$ cat config.mk
export PLATFORM = sky130hd
export DESIGN_NAME = register_universal_nbits
export DESIGN_NICKNAME = d
export VERILOG_FILES = /design/src/rtl/register_universal_nbits.sv
export SDC_FILE = /design/constraint.sdc
export NUM_CORES = 1
export LEC_CHECK = 0
export BUFFER_PORTS_ARGS = -buffer_cell sky130_fd_sc_hd__buf_2
export CAP_MARGIN = 20
export CORE_MARGIN = 5
export CORE_UTILIZATION = 45
export DETAILED_ROUTE_END_ITERATION = 8
export PLACE_DENSITY = 0.67
export SYNTH_ARGS = -nofsm -noshare
export SYNTH_HDL_FRONTEND = slang
export SYNTH_SLANG_ARGS = --single-unit
$ cat constraint.sdc
create_clock -name clock -period 3.15 [get_ports clock]
set_input_delay 0.63 -clock clock [delete_from_list [all_inputs] [get_ports clock]]
set_output_delay 0.63 -clock clock [all_outputs]
set_load 0.005 [all_outputs]
$ cat src/rtl/register_universal_nbits.sv
// Parametrised universal register: load, shift, rotate, step up/down,
// with registered carry, sticky overflow and a combinational zero flag.
module register_universal_nbits #(
  parameter int               WIDTH       = 5,
  parameter int               STEP        = 1,
  parameter logic [WIDTH-1:0] RESET_VALUE = '0
) (
  input  logic             clock,
  input  logic             clear,
  input  logic             enable,
  input  logic [2:0]       mode,
  input  logic [WIDTH-1:0] register_in,
  input  logic             serial_in,
  output logic [WIDTH-1:0] out,
  output logic             carry,
  output logic             zero,
  output logic             overflow
);

  typedef enum logic [2:0] {
    M_HOLD = 3'b000,
    M_LOAD = 3'b001,
    M_SHL  = 3'b010,
    M_SHR  = 3'b011,
    M_ROL  = 3'b100,
    M_ROR  = 3'b101,
    M_INC  = 3'b110,
    M_DEC  = 3'b111
  } mode_e;

  localparam logic [WIDTH:0] STEP_W = (WIDTH+1)'(STEP);

  logic [WIDTH-1:0] out_q, out_d;
  logic             carry_q, carry_d;
  logic             ovf_q, ovf_d;
  logic [WIDTH:0]   arith;

  always_comb begin
    out_d   = out_q;
    carry_d = carry_q;
    ovf_d   = ovf_q;
    arith   = '0;
    if (enable) begin
      // X/unknown mode never matches an item and falls through to hold.
      case (mode)
        M_LOAD: begin
          out_d   = register_in;
          carry_d = 1'b0;
          ovf_d   = 1'b0;
        end
        M_SHL: begin
          out_d   = {out_q[WIDTH-2:0], serial_in};
          carry_d = out_q[WIDTH-1];
        end
        M_SHR: begin
          out_d   = {serial_in, out_q[WIDTH-1:1]};
          carry_d = out_q[0];
        end
        M_ROL: begin
          out_d   = {out_q[WIDTH-2:0], out_q[WIDTH-1]};
          carry_d = out_q[WIDTH-1];
        end
        M_ROR: begin
          out_d   = {out_q[0], out_q[WIDTH-1:1]};
          carry_d = out_q[0];
        end
        M_INC: begin
          arith   = {1'b0, out_q} + STEP_W;
          out_d   = arith[WIDTH-1:0];
          carry_d = arith[WIDTH];
          ovf_d   = ovf_q | arith[WIDTH];
        end
        M_DEC: begin
          // STEP < 2^WIDTH, so the extra MSB of the difference is exactly the borrow.
          arith   = {1'b0, out_q} - STEP_W;
          out_d   = arith[WIDTH-1:0];
          carry_d = arith[WIDTH];
          ovf_d   = ovf_q | arith[WIDTH];
        end
        default: ;
      endcase
    end
  end

  always_ff @(posedge clock) begin
    if (clear) begin
      out_q   <= RESET_VALUE;
      carry_q <= 1'b0;
      ovf_q   <= 1'b0;
    end else begin
      out_q   <= out_d;
      carry_q <= carry_d;
      ovf_q   <= ovf_d;
    end
  end

  assign out      = out_q;
  assign carry    = carry_q;
  assign overflow = ovf_q;
  assign zero     = (out_q == '0);

endmodule

==> impl_metrics.toml, run 1 <==
[worst_setup_path]
end_kind = "primary output"
worstPathCellList = "inv_1 > ha_1 > and2_1 > buf_2"
cp_top_family = "flip-flops"
slowest_delay_ns = 0.58
worst_ep_arrival_time_ns = 1.42
cp.required_ns = 2.52
critPathBufInv = 2
crit_fanout = 13
critical-path-slowest-cell = "dfxtp_1"
cp-start-kind = "register"
critPathKind = "register to primary output"

[global_route]
antenna_found_initial = 0
grt_pass1_vias = 700
grt_max_degree = 23
grt_remaining_overflow = 0
grt_pass1_wl_um = 3260
grt_use_total = 0.159

[placement]
place.gp.congestion = 0.840
hpwl_um = 1380
pre_cts_ws_ns = 1.22
io_buffers = 19

[route]
wl_um = 1990
firstDrtPassIters = 4
via_count = 767
drt_first_iter_violations = 29
wl_per_cell_um = 15.2
postRouteAntennaNets = 0
drc = 0
viasPerCell = 5.85

[logic_synthesis]
yosysSeqAreaShare = 0.174
syn_area_per_cell_um2 = 8.65
async_flop_share = 0
ys_seq_elements = 7
netlist_area_um2 = 805
yosysWarnings = 0
synth_flop_cell = "dfxtp_1"
syn_nets = 108
netlist_instances = 93
synth_cell_types = 43
synth_edf_count = 0

[clock_tree]
clkTransAtPathRegs_ns = 0.05
clockRootBuffer = "clkbuf_4"
clockBufferDepth = 2
clkSinkCount = 7
postCtsHoldBufs = 0
htree_levels = 1
numCtsBuffers = 3
post_cts_resized = 0
cts_tree = "yes"
cts_setup_buffers = 0
clk_latency_ns = 0.26

[timing]
fin_skew_ns = 0.00722
setup_viol = 0
timing.final.crit_share = 0.650
fmax_ghz = 0.489
finalHoldViolCount = 0
maxSlewHeadroom = 0.615
maxSlewViolCount = 0
layout_setup_ws_ns = 1.10
fin_tns_setup_ns = 0
worst_pin_slew_ns = 0.575
rsz0062_at_grt = "no"
period_minus_slack_ns = 2.05

[floorplanning]
dieHeight_um = 52.3
dieArea_um2 = 2730
core-area_um2 = 1710
start_util = 0.471
ioPinCount = 20
fp.dieW_um = 52.3
fp-row-count = 15

[finish]
drive_gt1_frac = 0.292
area_growth_syn_to_layout_pct = 6.38
fill_cells = 176
nets = 122
n_antenna_cell = 0

[pwr]
powerDensity_nw_per_um2 = 337
ir_drop_v = 0.000226
power_leakage_uw = 0.000364

[hold_path]
hold_class = "register to register"

[flow_run]
maxCapViolCount = 0

[outcome]
status = "complete, no violations"
[tightest hold or removal path, delay by kind of cell (launching register included)]
family	cells	cell delay, ns
flops	1	0.32
compound gates	2	0.17
[layer usage]
| metal | global-route usage | routed length [µm] | vias up |
|---|---|---|---|
| met2 | 0.233 | 884 | 37 |
| met3 | 0.0256 | 117 | 7 |
| met5 | 0 | 0 | - |
| met4 | 0.0894 | 61 | 0 |
| li1 | - | - | 377 |
| met1 | 0.217 | 923 | 346 |
[worst paths after layout]
check,startpoint,endpoint,slack (ns),cells after the start
worst max-delay path,out[0]$_SDFFE_PP0P_,zero,1.10,4
worst min-delay path,carry$_SDFFE_PP0P_,carry$_SDFFE_PP0P_,0.52,2
worst max register to register,out[0]$_SDFFE_PP0P_,out[4]$_SDFFE_PP0P_,1.42,5
worst min register to register,carry$_SDFFE_PP0P_,carry$_SDFFE_PP0P_,0.52,2
[state kept, by name, indices dropped and copies added (netlist names)]
| name | count |
|---|---|
| out | 5 |
| carry | 1 |
| overflow | 1 |
[cells in the mapped netlist, types with 2 or more instances]
cell | n | area share
a211oi_1 | 3 | 0.028
a21oi_1 | 7 | 0.044
a31o_1 | 2 | 0.022
a31oi_1 | 2 | 0.016
a32o_1 | 2 | 0.025
and2_1 | 2 | 0.016
buf_6 | 8 | 0.11
dfxtp_1 | 7 | 0.17
ha_1 | 3 | 0.047
inv_1 | 3 | 0.014
mux2_2 | 2 | 0.028
mux2i_1 | 2 | 0.025
nand2_1 | 6 | 0.028
nand2b_1 | 3 | 0.023
nand3_1 | 3 | 0.019
nor2_1 | 4 | 0.019
nor2b_1 | 2 | 0.016
nor3_1 | 2 | 0.012
nor3b_1 | 2 | 0.019
o21a_1 | 3 | 0.028
o21ai_0 | 2 | 0.012
o22ai_1 | 2 | 0.016
[cells in the final DEF (no fill, tap or decap), types with 2 or more instances in the layout]
master and n:
and2_1 2, clkbuf_4 3, nor3b_1 2, nor2b_1 2, mux2_2 2, a211oi_1 3
buf_2 19, a31o_1 2, o21ai_0 2, inv_1 3, a21oi_1 7, a32o_1 2
mux2i_1 2, o22ai_1 2, a31oi_1 2, nand2_1 6, nand3_1 3, nor3_1 2
o21a_1 3, nor2_1 4, nand2b_1 3, dfxtp_1 7, ha_1 3
[kinds of logic (layout without fill, tap and decap cells)]
logic type,count (synthesis),count (layout),share of synthesized area
AOI/OAI and AO/OA,33,33,0.311
and+or+nand+nor,31,31,0.253
buffers and inverters,13,26,0.140
DFF,7,7,0.174
muxes,4,4,0.0529
adders and majority gates,3,3,0.0467
xor gates and xnor gates,2,2,0.0218
[power by group]
| part | leakage, µW | switching (µW) | total [µW] | internal, µW |
|---|---|---|---|---|
| registers | 0.0000573 | 15.0 | 110 | 94.6 |
| clock network | 0.0000150 | 36.9 | 85.5 | 48.6 |
| logic | 0.000292 | 48.2 | 93.5 | 45.3 |
| total | 0.000364 | 100 | 289 | 188 |
[layout make-up]
cell class | count | area [µm²] | share of cell area
repair buffers | 19 | 95.1 | 0.111
well taps | 25 | 31.3 | 0.0365
inverters | 3 | 11.3 | 0.0132
flip-flops and latches | 7 | 140 | 0.164
clock buffers | 4 | 26.3 | 0.0307
multi-input cells | 73 | 552 | 0.645
[through the flow]
stage / std cells / area [µm²] / utilization / power, µW / hold slack, ns
3_5_place_dp: 127 / 830 / 0.486 / 204 / 0.517
3_3_place_gp: 127 / 830 / 0.486 / 203 / 0.509
4_1_cts: 131 / 856 / 0.501 / 290 / 0.529
6_report: 131 / 856 / 0.501 / 289 / 0.521
2_1_floorplan: 93 / 805 / - / 184 / 0.517
5_1_grt: 131 / 856 / 0.501 / 309 / 0.582
Power figures use the tool's default switching activity.
==> run 2: changes to the inputs <==
==> constraint.sdc (replaced) <==
create_clock -name clock -period 2.1 [get_ports clock]
set_input_delay 0.42 -clock clock [delete_from_list [all_inputs] [get_ports clock]]
set_output_delay 0.42 -clock clock [all_outputs]
set_load 0.005 [all_outputs]
==> impl_metrics.toml, run 2 (synthesized netlist as in run 1, its figures left out) <==
[finish]
fill_cells = 166
largest_reg_flops = 5
most-common-layout-cells = "buf_2 (19), a21oi_1 (7), dfxtp_1 (7), nand2_1 (6), nor2_1 (4)"
n_antenna_cell = 0
drive_gt1_frac = 0.312
multi_input_area_um2 = 552
ff_latch_area_um2 = 140
area_growth_syn_to_layout_pct = 9.18
nets = 125
final_area_um2 = 878
layout_commonest_cell = "buf_2"
fin_util = 0.514

[timing]
period_minus_slack_ns = 1.79
fin_tns_setup_ns = 0
rsz0062_at_grt = "no"
setup_viol = 0
fmax_ghz = 0.560
timing.final.crit_share = 0.850
fin_skew_ns = 0.00217
worst_pin_slew_ns = 0.442
finalHoldViolCount = 0
maxSlewHeadroom = 0.705
maxSlewViolCount = 0
layout_setup_ws_ns = 0.314

[floorplanning]
dieArea_um2 = 2730
start_util = 0.471
ioPinCount = 20
core-area_um2 = 1710
fp.dieW_um = 52.3
fp-row-count = 15
dieHeight_um = 52.3

[pwr]
power_leakage_uw = 0.000380
p_seq_frac = 0.361
ir_drop_v = 0.000392
power.share.clock = 0.292
total_power_uw = 436
power.share.switching = 0.341
p_comb_frac = 0.347
intPower_uw = 288
powerDensity_nw_per_um2 = 497
power_switching_uw = 149

[global_route]
grt_pass1_wl_um = 3150
grt_remaining_overflow = 0
grt_max_degree = 23
grt_pass1_vias = 706
grt_use_total = 0.155
antenna_found_initial = 0

[worst_setup_path]
end_kind = "primary output"
cp-start-kind = "register"
cp.required_ns = 1.68
crit_fanout = 12
worst_ep_arrival_time_ns = 1.37
critPathKind = "register to primary output"

[clock_tree]
post_cts_resized = 0
postCtsHoldBufs = 0
clockRootBuffer = "clkbuf_4"
clkSinkCount = 7
clockBufferDepth = 2
cts_tree = "yes"
clkTransAtPathRegs_ns = 0.05
clk_latency_ns = 0.26
numCtsBuffers = 3
cts_setup_buffers = 0
htree_levels = 1

[placement]
place.gp.congestion = 0.860
io_buffers = 19
dpl_cell_area_um2 = 852
hpwl_um = 1430
pre_cts_ws_ns = 0.382

[route]
drt_first_iter_violations = 20
wl_um = 1890
drc = 0
via_count = 772
postRouteAntennaNets = 0
firstDrtPassIters = 4
wl_per_cell_um = 14.1
viasPerCell = 5.76

[flow_run]
maxCapViolCount = 0

[outcome]
status = "complete, no violations"

[hold_path]
hold_class = "input port to register"
[run 2: layer usage]
layer / track usage / routed length [µm] / vias to the layer above
met5: 0 / 0 / -
met4: 0.0638 / 29 / 0
met3: 0.0256 / 80 / 2
met2: 0.242 / 901 / 26
met1: 0.208 / 877 / 360
li1: - / - / 384
[run 2: worst paths after layout]
path / cells past startpoint / slack (ns) / startpoint / to
max: 3 / 0.31 / out[2]$_SDFFE_PP0P_ / zero
min: 2 / 0.38 / clear / out[1]$_SDFFE_PP0P_
max reg2reg: 4 / 0.58 / out[2]$_SDFFE_PP0P_ / out[4]$_SDFFE_PP0P_
min reg2reg: 2 / 0.52 / carry$_SDFFE_PP0P_ / carry$_SDFFE_PP0P_
[run 2: through the flow]
stage          instances  hold slack, ns
4_1_cts              134           0.375
5_1_grt              134           0.394
3_3_place_gp         130           0.506
2_1_floorplan         93           0.489
3_5_place_dp         130           0.518
6_report             134           0.377
[run 2: power groups by stage]
stage	Sequential, µW	Clock [µW]	Combinational [µW]
final	158	127	151
after global routing	160	142	167
after CTS	157	133	151
after detailed placement	160	0	150
after global placement	160	0	150
after floorplan	155	0	121
[run 2: final cells by class]
| cell class | instances | area share |
|---|---|---|
| multi-input combinational | 73 | 0.628 |
| sequential | 7 | 0.160 |
| timing repair buffer | 22 | 0.134 |
| tap | 25 | 0.0356 |
| clock buffer | 4 | 0.0299 |
| inverter | 3 | 0.0128 |
[run 2: worst max-delay path, cell delays in order, from the launching register on]
cell     delay, ns
dfxtp_1       0.44
nor3_1        0.39
and2_1        0.18
buf_2         0.10
